## src/rtl/mux_generate_pkg.sv

```systemverilog
// Shared constants and helpers for the four-way generate-tree multiplexer.
package mux_generate_pkg;

    localparam int SEL_W = 2;
    localparam int N_IN  = 2**SEL_W;

    localparam logic [N_IN-1:0] RESET_OH = 4'b0001;

    function automatic logic [N_IN-1:0] onehot4(input logic [SEL_W-1:0] sel);
        return N_IN'(1) << sel;
    endfunction

endpackage

```

## src/rtl/mux_generate_mux2_cell.sv

```systemverilog
// Bitwise 2:1 selector cell used as the building block of the mux tree.
module mux2_cell #(
    parameter int WIDTH = 1
) (
    input  logic [WIDTH-1:0] a,
    input  logic [WIDTH-1:0] b,
    input  logic             s,
    output logic [WIDTH-1:0] out
);

    assign out = s ? b : a;

endmodule

```

## src/rtl/mux_generate.sv

```systemverilog
// Four-input mux built as a tree of 2:1 cells, with a registered copy of the
// output and a registered one-hot decode of the select.
module mux_generate
    import mux_generate_pkg::*;
#(
    parameter int WIDTH = 1
) (
    input  logic             clk,
    input  logic             reset,
    input  logic [SEL_W-1:0] sel,
    input  logic [WIDTH-1:0] i0,
    input  logic [WIDTH-1:0] i1,
    input  logic [WIDTH-1:0] i2,
    input  logic [WIDTH-1:0] i3,
    output logic [WIDTH-1:0] y,
    output logic [WIDTH-1:0] y_q,
    output logic [N_IN-1:0]  sel_oh_q
);

    // Flattened tree: leaves at 0..N_IN-1, each level's outputs appended after
    // its inputs, root in the last slot.
    logic [WIDTH-1:0] tree [0:2*N_IN-2];

    assign tree[0] = i0;
    assign tree[1] = i1;
    assign tree[2] = i2;
    assign tree[3] = i3;

    genvar lvl, n;
    generate
        for (lvl = 0; lvl < SEL_W; lvl++) begin : g_level
            localparam int IN_BASE  = 2*N_IN - 2*(N_IN >> lvl);
            localparam int OUT_BASE = 2*N_IN - 2*(N_IN >> (lvl + 1));
            for (n = 0; n < (N_IN >> (lvl + 1)); n++) begin : g_node
                mux2_cell #(
                    .WIDTH (WIDTH)
                ) u_cell (
                    .a   (tree[IN_BASE + 2*n]),
                    .b   (tree[IN_BASE + 2*n + 1]),
                    .s   (sel[lvl]),
                    .out (tree[OUT_BASE + n])
                );
            end
        end
    endgenerate

    assign y = tree[2*N_IN-2];

    logic [WIDTH-1:0] y_d;
    logic [N_IN-1:0]  sel_oh_d;

    always_comb begin
        y_d      = y;
        sel_oh_d = onehot4(sel);
    end

    // NOTE: non-blocking assignments keep every flop sampling pre-edge values.
    always_ff @(posedge clk or posedge reset) begin
        if (reset) begin
            y_q      <= '0;
            sel_oh_q <= RESET_OH;
        end else begin
            y_q      <= y_d;
            sel_oh_q <= sel_oh_d;
        end
    end

endmodule

```

## config.mk

```make
export PLATFORM = sky130hd
export DESIGN_NAME = mux_generate
export DESIGN_NICKNAME = d
export VERILOG_FILES = /design/src/rtl/mux_generate_pkg.sv /design/src/rtl/mux_generate_mux2_cell.sv /design/src/rtl/mux_generate.sv
export SDC_FILE = /design/constraint.sdc
export NUM_CORES = 1
export LEC_CHECK = 0
export ABC_AREA = 1
export CORE_AREA = 5 5 42 44
export DETAILED_ROUTE_END_ITERATION = 8
export DIE_AREA = 0 0 47 49
export PLACE_DENSITY = 0.38
export SKIP_CTS_REPAIR_TIMING = 1
export SLEW_MARGIN = 30
export SYNTH_ARGS = -nofsm -noshare
export SYNTH_HDL_FRONTEND = slang
export SYNTH_SLANG_ARGS = --single-unit
```

## constraint.sdc

```tcl
create_clock -name clk -period 0.95 [get_ports clk]
set_input_delay 0.095 -clock clk [delete_from_list [all_inputs] [get_ports clk]]
set_output_delay 0.095 -clock clk [all_outputs]
set_load 0.03 [all_outputs]
```

## Word level (Yosys, flattened, before mapping)

Index checks and enable logic that the tools add are counted.

- Output and inout bits: 6
- Memory bits (read-only): 0
- RAM bits: 0
- Flip-flop bits (word level): 5
- Input port bits: 8
- Bits in latches: 0
- Memories kept: 0

- Bitwise gates (word level): 0
- Equality and inequality tests: 0
- Div/mod/pow operators: 0
- Magnitude comparators: 0
- Reductions and logical operators: 0
- Multipliers: 0
- Shift operators: 1
- Mux-type cells: 3
- $add $sub $neg: 0

Operators by type and width:

| kind | number |
|---|---|
| $shl 1x2->4 const A | 1 |
| $mux 1 | 3 |

## Depth between registers and ports, before layout

- Word-level depth: 2
- Gate-level depth with buffers: 5
- Gate-level depth less buffers: 5

## By module

From an unflattened synthesis, not the netlist that was laid out.

- Cell total of the unflattened synthesis: 25
- Area, all modules: 201.4 sq um

Modules (own cells, without submodules):

| module | area an instance (sq um) | cells each | instances | seq. area each (sq um) |
|---|---|---|---|---|
| mux_generate | 156.4 | 13 | 1 | 126.4 |
| mux2_cell | 15.0 | 4 | 3 | 0.0 |

## Least setup slack after synthesis

No wires, ideal clock.

- Path type: register to output
- From: reg sel_oh_q[0]
- To: out sel_oh_q[0]
- Setup slack: 0.267 ns
- Cell stages (with the launch flop): 1
- Arrival: 0.588 ns
- Data required time: 0.855 ns
- Cell sequence: dfstp_2

RTL lines:

| item | RTL line | text |
|---|---|---|
| start, declared | mux_generate.sv:17 | `output logic [N_IN-1:0] sel_oh_q` |
| start signal, assigned | mux_generate.sv:64 | `sel_oh_q <= sel_oh_d;` |

No word-level cell between the ends.

## Final worst setup path

- From: reg sel_oh_q[0]
- To: out sel_oh_q[0]

No word-level cell between the ends.

==> flow_summary_export.csv <==
group,metric,value,unit
detailed_routing,wl_per_cell,8.333,um
die,dieArea,2303,um^2
pwr,power.internal,455.5,uW
logic_synthesis,synth_area,190.2,um^2
pwr,p_clk_frac,0.383,
timing,hold_violations,0,
timing,slew_headroom,0.8796,
die,rows,14,
timing,fin_crit,967.1,ps
placement,dp_hpwl,424.5,um
worst_setup_path,start_kind,"flop",
pwr,switching_share,0.2463,
detailed_routing,drc,0,
worst_setup_path,max_stage_delay,520,ps
clocking,clock_path_buffers,2,
placement,portBuffers,13,
detailed_routing,via_per_inst,3.550,
logic_synthesis,synth_fp_nets,30,
timing,rsz0062_at_grt,"true",
timing,setup_violations,1,
detailed_routing,first_pass_iters,1,
status,violations,"setup timing",
status,status,"complete, but fails checks",
timing,drv_slew,0,
timing,period_share,1.018,
pwr,pwr-share-comb,0.233,
finish,diodes,0,
die,core_area,1401,um^2
detailed_routing,postRouteAntennaNets,0,
grt,grt_pass1_wl,793,um
worst_setup_path,path_class,"flop to primary output",
clocking,cts_buffers,3,
worst_setup_path,end_kind,"primary output",
finish,multi_input_area,51.30,um^2
hold_path,hold_class,"primary input to asynchronous set/reset pin",
timing,worst_slack,-17.12,ps
finish,fin_nets,53,
pwr,ir_drop,332.3,uV
logic_synthesis,seq_area_frac_synth,0.6645,
pwr,p_switching,148.8,uW
clocking,numClockSinks,5,
grt,grt_use_total,0.05237,
grt,grt.overflow.total,0,
finish,final_cell_mix,"nand2_1, buf_4, dlymetal6s2s_1",
die,die_w,47,um
clocking,path_clk_slew,40,ps
grt,grt_start_max_net_pins,6,
timing,worst_pin_slew,180.3,ps
worst_setup_path,cp_slowest_cell,"dfstp_2",
worst_setup_path,required,850,ps
finish,regArea,126.4,um^2
grt,grt_pass1_vias,221,
timing,fmax,1.034,GHz
detailed_routing,drt-initial-drc-count,0,
job,drv_cap,0,
worst_setup_path,critical-path-top-delay-family,"flip-flops",
logic_synthesis,synth_cells,22,
finish,drive_gt1_frac,0.3864,
pwr,p_seq_frac,0.384,
finish,post-route-util,0.2955,
worst_setup_path,arrival,870,ps
pwr,powerDensity,1459,nW/um^2
detailed_routing,drt_wl_total,500,um
detailed_routing,num_vias,213,
die,floorplan.initialDensity,0.1357,
pwr,p_leak,0.0002722,uW
clocking,htreeDepth,1,
timing,timing.hold.ws,53.26,ps
clocking,clockRootBuffer,"clkbuf_4",
logic_synthesis,ys_warn_count,0,
logic_synthesis,syn_avg_cell_area,8.645,um^2
die,dieHeight,49,um
grt,antenna_found_initial,0,
clocking,cts_tree,"yes",
finish,area_delta_synth_final,117.8,%
worst_setup_path,cp_num_buf_inv,1,
die,io_pins,14,
logic_synthesis,ys_seq_elements,5,
finish,nFillCells,160,
worst_setup_path,cp_max_fo,1,
logic_synthesis,synth_cell_types,6,
worst_setup_path,crit_chain,"buf_6",
placement,gp_congestion,0.7058,
[power groups by stage]
stage / registers, uW / clock network, uW / logic, uW
3_5_place_dp: 235 / 0 / 134
4_1_cts: 232 / 246 / 134
3_3_place_gp: 234 / 0 / 133
2_1_floorplan: 261 / 0 / 29.6
6_report: 232 / 231 / 141
5_1_grt: 234 / 254 / 153
[cell families (layout without fill, tap and decap cells)]
kind of cell	count (synthesis)	count (layout)	share of synthesized area
flops	5	5	0.6645
buf+inv	4	26	0.07892
simple gates	13	13	0.2566
[worst paths after layout]
| check | startpoint | to | slack [ps] | cells past startpoint |
|---|---|---|---|---|
| hold / removal | reset | sel_oh_q[3] | 50 | 2 |
| min in group clk | sel[1] | sel_oh_q[0] | 170 | 3 |
| setup / recovery | sel_oh_q[0] | sel_oh_q[0] | -20 | 1 |
| max in group asynchronous | reset | sel_oh_q[0] | 660 | 2 |
[Yosys cell counts]
cell type / number / area, um^2
dfrtp_1: 4 / 100.1
dfstp_2: 1 / 26.28
inv_1: 3 / 11.26
inv_2: 1 / 3.750
nand2_1: 10 / 37.54
nor2_1: 3 / 11.26
[cell type report]
class,count,share of cell area
Sequential cell,5,0.3051
Timing Repair Buffer,18,0.4230
Tap cell,16,0.04834
Clock buffer,4,0.06344
Multi-Input combinational cell,13,0.1239
Inverter,4,0.03625
[sequential cells by signal, indices dropped and copies added, names as in the netlist]
signal / count
sel_oh_q: 4
y_q: 1
[metrics by stage]
step / cell area, um^2 / setup TNS (ps) / power [uW] / cells / setup slack (ps)
after detailed placement: 355.3 / -374.9 / 368.6 / 55 / -242.7
after global routing: 414.1 / -45.91 / 640.1 / 60 / -45.91
after CTS: 381.6 / -295.0 / 611.7 / 59 / -247.4
final: 414.1 / -17.12 / 604.3 / 60 / -17.12
after global placement: 355.3 / -321.0 / 366.5 / 55 / -222.4
after floorplan: 190.2 / 0 / 290.9 / 22 / 266.7
[metal layers]
metal	part of all wire	global-route usage
met3	0.21	0.02583
met5	0	0
met2	0.45	0.06787
met4	0	0.06912
met1	0.33	0.04911
No activity file was read; power rests on OpenSTA's default activity.
